==> src/rtl/fifo_uart_tx.sv <==
// fifo_uart_tx: drains a byte FIFO onto a UART 8N1 line, one pop per frame.
// Every output is registered; fifo_empty is sampled only in IDLE and the final STOP cycle.
module fifo_uart_tx #(
    parameter int CLKS_PER_BIT = 16,
    parameter int DATA_W       = 8
) (
    input  logic              clk,
    input  logic              rst,
    input  logic              fifo_empty,
    input  logic [DATA_W-1:0] fifo_dout,
    output logic              fifo_rd,
    output logic              tx,
    output logic              busy,
    output logic              tx_done,
    output logic [15:0]       frame_cnt
);
    localparam int TW = (CLKS_PER_BIT > 1) ? $clog2(CLKS_PER_BIT) : 1;
    localparam int BW = (DATA_W > 1) ? $clog2(DATA_W) : 1;
    localparam logic [TW-1:0] T_LAST = TW'(CLKS_PER_BIT - 1);
    localparam logic [TW-1:0] T_PEN  = (CLKS_PER_BIT > 1) ? TW'(CLKS_PER_BIT - 2) : '0;
    localparam logic [BW-1:0] B_LAST = BW'(DATA_W - 1);

    localparam logic [2:0] IDLE  = 3'd0;
    localparam logic [2:0] POP   = 3'd1;
    localparam logic [2:0] LOAD  = 3'd2;
    localparam logic [2:0] START = 3'd3;
    localparam logic [2:0] DATA  = 3'd4;
    localparam logic [2:0] STOP  = 3'd5;

    logic [2:0]        state;
    logic [TW-1:0]     timer;
    logic [BW-1:0]     bit_idx;
    logic [DATA_W-1:0] shreg;
    logic [DATA_W-1:0] shreg_nx;
    logic              bit_end;

    always_comb begin
        bit_end  = (timer == T_LAST);
        shreg_nx = shreg >> 1;
    end

    // tx/tx_done are registered, so they are set on the edge entering the cycle they describe.
    always_ff @(posedge clk) begin
        if (rst) begin
            state     <= IDLE;
            tx        <= 1'b1;
            fifo_rd   <= 1'b0;
            busy      <= 1'b0;
            tx_done   <= 1'b0;
            frame_cnt <= '0;
            timer     <= '0;
            bit_idx   <= '0;
            shreg     <= '0;
        end else begin
            fifo_rd <= 1'b0;
            tx_done <= 1'b0;
            case (state)
                IDLE: begin
                    tx <= 1'b1;
                    if (!fifo_empty) begin
                        state   <= POP;
                        fifo_rd <= 1'b1;
                        busy    <= 1'b1;
                    end
                end
                POP: state <= LOAD;
                LOAD: begin
                    shreg <= fifo_dout;
                    state <= START;
                    tx    <= 1'b0;
                    timer <= '0;
                end
                START: begin
                    if (bit_end) begin
                        timer   <= '0;
                        bit_idx <= '0;
                        state   <= DATA;
                        tx      <= shreg[0];
                    end else begin
                        timer <= timer + 1'b1;
                    end
                end
                DATA: begin
                    if (bit_end) begin
                        timer <= '0;
                        if (bit_idx == B_LAST) begin
                            state <= STOP;
                            tx    <= 1'b1;
                            // With one cycle per bit the first STOP cycle is also the last.
                            if (CLKS_PER_BIT == 1) begin
                                tx_done   <= 1'b1;
                                frame_cnt <= frame_cnt + 16'd1;
                            end
                        end else begin
                            bit_idx <= bit_idx + 1'b1;
                            shreg   <= shreg_nx;
                            tx      <= shreg_nx[0];
                        end
                    end else begin
                        timer <= timer + 1'b1;
                    end
                end
                STOP: begin
                    if (bit_end) begin
                        timer <= '0;
                        if (!fifo_empty) begin
                            state   <= POP;
                            fifo_rd <= 1'b1;
                        end else begin
                            state <= IDLE;
                            busy  <= 1'b0;
                        end
                    end else begin
                        timer <= timer + 1'b1;
                        if (timer == T_PEN) begin
                            tx_done   <= 1'b1;
                            frame_cnt <= frame_cnt + 16'd1;
                        end
                    end
                end
                default: begin
                    state <= IDLE;
                    busy  <= 1'b0;
                    tx    <= 1'b1;
                end
            endcase
        end
    end
endmodule

==> config.mk <==
export PLATFORM = sky130hd
export DESIGN_NAME = fifo_uart_tx
export DESIGN_NICKNAME = d
export VERILOG_FILES = /design/src/rtl/fifo_uart_tx.sv
export SDC_FILE = /design/constraint.sdc
export NUM_CORES = 1
export LEC_CHECK = 0
export BUFFER_PORTS_ARGS = -buffer_cell sky130_fd_sc_hd__buf_2
export CORE_UTILIZATION = 31
export CTS_BUF_LIST = sky130_fd_sc_hd__clkbuf_4
export CTS_CLUSTER_SIZE = 24
export DETAILED_ROUTE_END_ITERATION = 16
export PLACE_DENSITY = 0.45
export REMOVE_ABC_BUFFERS = 1
export SLEW_MARGIN = 20
export SYNTH_ARGS = -nofsm -noshare
export SYNTH_HDL_FRONTEND = slang
export SYNTH_SLANG_ARGS = --single-unit
==> constraint.sdc <==
create_clock -name clk -period 4.4 [get_ports clk]
set_clock_uncertainty 0.1 [all_clocks]
set_input_delay 0.66 -clock clk [delete_from_list [all_inputs] [get_ports clk]]
set_output_delay 0.66 -clock clk [all_outputs]
set_load 0.1 [all_outputs]
# After elaboration in Yosys (flattened, before gate mapping)
# Index checks and enable logic that the tools add are counted.
op_classes:
  reduce_logical: 14
  n_eq_ne: 15
  n_bitwise: 4
  n_mux: 28
  addsub: 3
ops:
  columns: ["operator", "n"]
  rows:
  - ["3-bit two-way mux", 8]
  - ["3-bit one-hot mux with 6 select lines", 1]
  - ["16-bit by 1-bit adder with 16-bit output (second input constant)", 1]
  - ["8-bit two-way mux", 2]
  - ["8-bit one-hot mux with 2 select lines", 1]
  - ["2-bit != test (second input constant)", 7]
  - ["1-bit two-way mux", 10]
  - ["3-bit equality test (second input constant)", 3]
  - ["3-bit AND reduction", 3]
  - ["4-bit equality test (second input constant)", 2]
  - ["4-bit one-hot mux with 2 select lines", 1]
  - ["4-bit AND reduction", 2]
  - ["3-bit by 2-bit equality test with 1-bit output (second input constant)", 2]
  - ["3-bit one-hot mux with 2 select lines", 1]
  - ["2-bit nonzero test", 3]
  - ["3-bit OR reduction", 2]
  - ["5-bit AND reduction", 1]
  - ["4-bit by 1-bit adder with 4-bit output (second input constant)", 1]
  - ["4-bit two-way mux", 1]
  - ["1-bit inverter", 4]
  - ["1-bit one-hot mux with 4 select lines", 1]
  - ["4-bit OR reduction", 1]
  - ["3-bit by 1-bit adder with 3-bit output (second input constant)", 1]
  - ["3-bit by 1-bit equality test with 1-bit output (second input constant)", 1]
  - ["other kinds (4)", 4]
totals:
  output_inout_bits: 20
  reg_bits: 38

# Logic depth before layout (Yosys ltp)
depth:
  word_depth: 4
  depth_mapped: 7

# Worst setup path before layout
# No wires, ideal clock.
synth_timing:
  kind: "reg2reg"
  startpoint: "register frame_cnt[4]"
  endpoint: "register frame_cnt[13]"
  period_less_slack_ps: 2603
  setup_time_ps: 70
  path_stages_with_launch: 6
  required_time_ps: 4230
  arrival_ps: 2432
  slack_ps: 1797
  path_cell_list: "dfxtp_1 > nand4_1 > or4_1 > buf_2 > or3_1 > a21oi_1"
synth_between:
  elab_chain_cells: 1
synth_rtl:
  columns: ["item", "line", "source"]
  rows:
  - ["from (decl)", "15", "output logic [15:0] frame_cnt"]
  - ["from (signal assigned)", "92", "frame_cnt <= frame_cnt + 16'd1;"]
  - ["from (signal assigned)", "117", "frame_cnt <= frame_cnt + 16'd1;"]
  - ["16-bit by 1-bit adder with 16-bit output", "117", null]
# Every way passes these cells.
# A chain may end at the register's enable or synchronous reset.

# Worst setup path in the final report
layout_timing:
  startpoint: "register state[0]"
  endpoint: "register frame_cnt[13]"
layout_between:
  elab_chain_cells: 2
layout_rtl:
  columns: ["item", "line", "source"]
  rows:
  - ["from (decl)", "30", "logic [2:0] state;"]
  - ["from (signal assigned)", "45", "state <= IDLE;"]
  - ["from (signal assigned)", "61", "state <= POP;"]
  - ["from (signal assigned)", "66", "POP: state <= LOAD;"]
  - ["3-bit equality test", "57", "case (state)"]
  - ["3-bit AND reduction (no source line)", null, null]
# Every way passes these cells.

==> results.json <==
{
  "status": "finished, final reports clean",
  "clock-sinks": 38,
  "cts-root-buf": "clkbuf_4",
  "wl_um": 4000,
  "core_area_um2": 5920,
  "clockBufferDepth": 2,
  "antenna_cells": 0,
  "final_core_util_pct": 35.9,
  "critPathKind": "reg -> reg",
  "grt_usage_pct": 13.9,
  "cts_hold_buf": 0,
  "yosysTopAreaCell": "dfxtp_1",
  "port_buffers": 30,
  "critPathMaxStageDelay_ns": 0.74,
  "postPlaceCellArea_um2": 2070,
  "tns_ns": 0,
  "drtPass1Iterations": 4,
  "r2r_start": "state[0]",
  "design_area_um2": 2130,
  "io_pins": 31,
  "grt_overflow": 0,
  "ys_warn_count": 0,
  "area_delta_synth_final_pct": 11.5,
  "worst_slew_pin_slew_ns": 0.884,
  "whs_ns": 0.387,
  "fmax_mhz": 387,
  "placed_cells": 313,
  "vias": 1649,
  "postCtsSetupBuffers": 0,
  "required_ns": 4.58,
  "initialDrtViolationCount": 42,
  "die-area_um2": 6470,
  "p_leak_nw": 0.826,
  "place.gp.congestion": 0.718,
  "drtAntennaViolNets": 0,
  "postSynthAreaPerCell_um2": 8.48,
  "wire_per_inst_um": 12.5,
  "final.period_utilization_pct": 58.8,
  "hp-class": "reg -> reg",
  "setup_viol": 0,
  "cts_buffers": 5,
  "viasPerCell": 5.14,
  "cts_tree": "yes",
  "rsz0062_at_grt": "no",
  "die_y_um": 80.5,
  "synth_top_area_share_pct": 39.9,
  "crit_path_start": "state[0]",
  "drive_gt1_share_pct": 18.3,
  "ctsResizeCount": 0,
  "slew_headroom_pct": 41.0,
  "seq_area_frac_synth_pct": 39.9,
  "netlist_instances": 225,
  "setup_ws_ns": 1.81,
  "clk_latency_ns": 0.34,
  "grt_pass1_vias": 1511,
  "yosysUniqueCellTypes": 40,
  "total_power_uw": 628,
  "nets": 261,
  "num_rows": 28,
  "layoutNonFillerInstCount": 321,
  "vdd_ir_drop_max_v": 0.000139,
  "fillers": 640,
  "cp.arrival_ns": 2.77,
  "grt_max_degree": 39,
  "finalMaxSlewViolations": 0,
  "power_density_nw_per_um2": 295,
  "preCtsSetupSlack_ns": 1.83,
  "dpl.hpwl_um": 2610,
  "worstSetupEndpointType": "flip-flop",
  "drc": 0,
  "path_cells": "nand3b_1, or4_1, or3_1, a21oi_1",
  "grt_pass1_wl_um": 7040,
  "yosys-top-cells-area": "dfxtp_1, nor2_1, a21oi_1, o21ai_0, a211oi_1",
  "cap_violations": 0,
  "min-delay-start": "shreg[7]",
  "hold_viol_final": 0,
  "antenna_found_initial": 0,
  "htree_num_levels": 2,
  "clkTransAtPathRegs_ns": 0.12,
  "die_w_um": 80.5,
  "ys_seq_elements": 38,
  "period_minus_slack_ns": 2.59,
  "initial_core_util_pct": 32.2,
  "syn_area_um2": 1910,
  "critPathLaunchType": "flip-flop",
  "crit_slowest_cell": "or4_1",
  "path_max_fanout": 20
}
==> layout make-up <==
cell class	instances	area (um2)	area share, %
flip-flops and latches	38	761	35.8
clock inverters	2	8.76	0.412
inverters	7	26.3	1.24
well taps	75	93.8	4.41
repair buffers	31	158	7.41
clock buffers	6	45.0	2.12
multi-input cells	162	1030	48.6
==> sequential cells by signal (all words and copies together), names as in the netlist <==
register   flops
frame_cnt     16
shreg          8
timer          4
bit_idx        3
state          3
busy           1
fifo_rd        1
tx             1
tx_done        1
==> cell usage after synthesis <==
master	n
nand2_1	7
or4_1	1
nand4b_1	1
nand3b_1	4
or4b_4	1
o32ai_2	1
a211oi_1	12
nor4_1	4
dfxtp_1	38
nor4_4	1
nand4_1	4
buf_2	3
mux2i_1	7
nand2b_1	5
a21bo_2	1
inv_1	7
a31o_2	2
xnor2_1	8
clkbuf_1	8
o2111ai_1	1
a22o_1	2
nor3_1	7
a221o_1	1
or3_1	4
xor2_1	1
a21oi_1	18
o31ai_1	1
buf_1	4
a31oi_1	3
buf_6	1
a2111oi_0	1
buf_4	2
ha_1	5
nand3_1	10
o21ai_0	18
and3_1	2
mux2_2	1
and4_1	1
nor2_1	26
nor4b_1	1
==> cells in the final DEF (no fill, tap or decap), types with 4 or more instances in the layout <==
master    count
buf_2        30
nand3_1      10
nor3_1        7
nor2_1       26
or3_1         4
nand2_1       7
nand2b_1      5
nand4_1       4
nor4_1        4
mux2i_1       7
clkbuf_4      6
a211oi_1     12
nand3b_1      4
dfxtp_1      38
inv_1         7
o21ai_0      18
a21oi_1      18
xnor2_1       8
ha_1          5
==> kinds of logic (layout without fill, tap and decap cells) <==
family	count (synthesis)	after routing	synth area share [%]
DFF	38	38	39.9
buffers and inverters	25	46	5.90
muxes	8	8	4.26
xor gates and xnor gates	9	9	4.13
adders and majority gates	5	5	3.28
and+or+nand+nor	79	79	22.4
AOI/OAI and AO/OA	61	61	20.2
==> final timing paths <==
kind                            cells past startpoint             to  slack, ns
worst min register to register                      2       shreg[7]       0.39
worst min-delay path                                2       shreg[7]       0.39
worst max register to register                      4  frame_cnt[13]       1.81
worst max-delay path                                4  frame_cnt[13]       1.81
==> layer usage <==
metal | vias up | global-route usage [%] | wire, um
met5 | - | 0 | 0
met4 | 0 | 5.36 | 65
met3 | 8 | 3.52 | 215
met2 | 36 | 22.5 | 1780
met1 | 749 | 17.5 | 1940
li1 | 856 | - | -
==> worst max-delay path: cells and delay by family (launching register included) <==
| family | cells | cell delay [ns] |
|---|---|---|
| flops | 1 | 0.71 |
| compound gates | 1 | 0.14 |
| simple gates | 3 | 1.58 |
==> where the power goes <==
| group | switching, mW | internal [mW] | total (mW) |
|---|---|---|---|
| Sequential | 0.0171 | 0.357 | 0.374 |
| Clock | 0.119 | 0.0663 | 0.185 |
| Combinational | 0.0450 | 0.0243 | 0.0693 |
(Power assumes the default switching activity.)
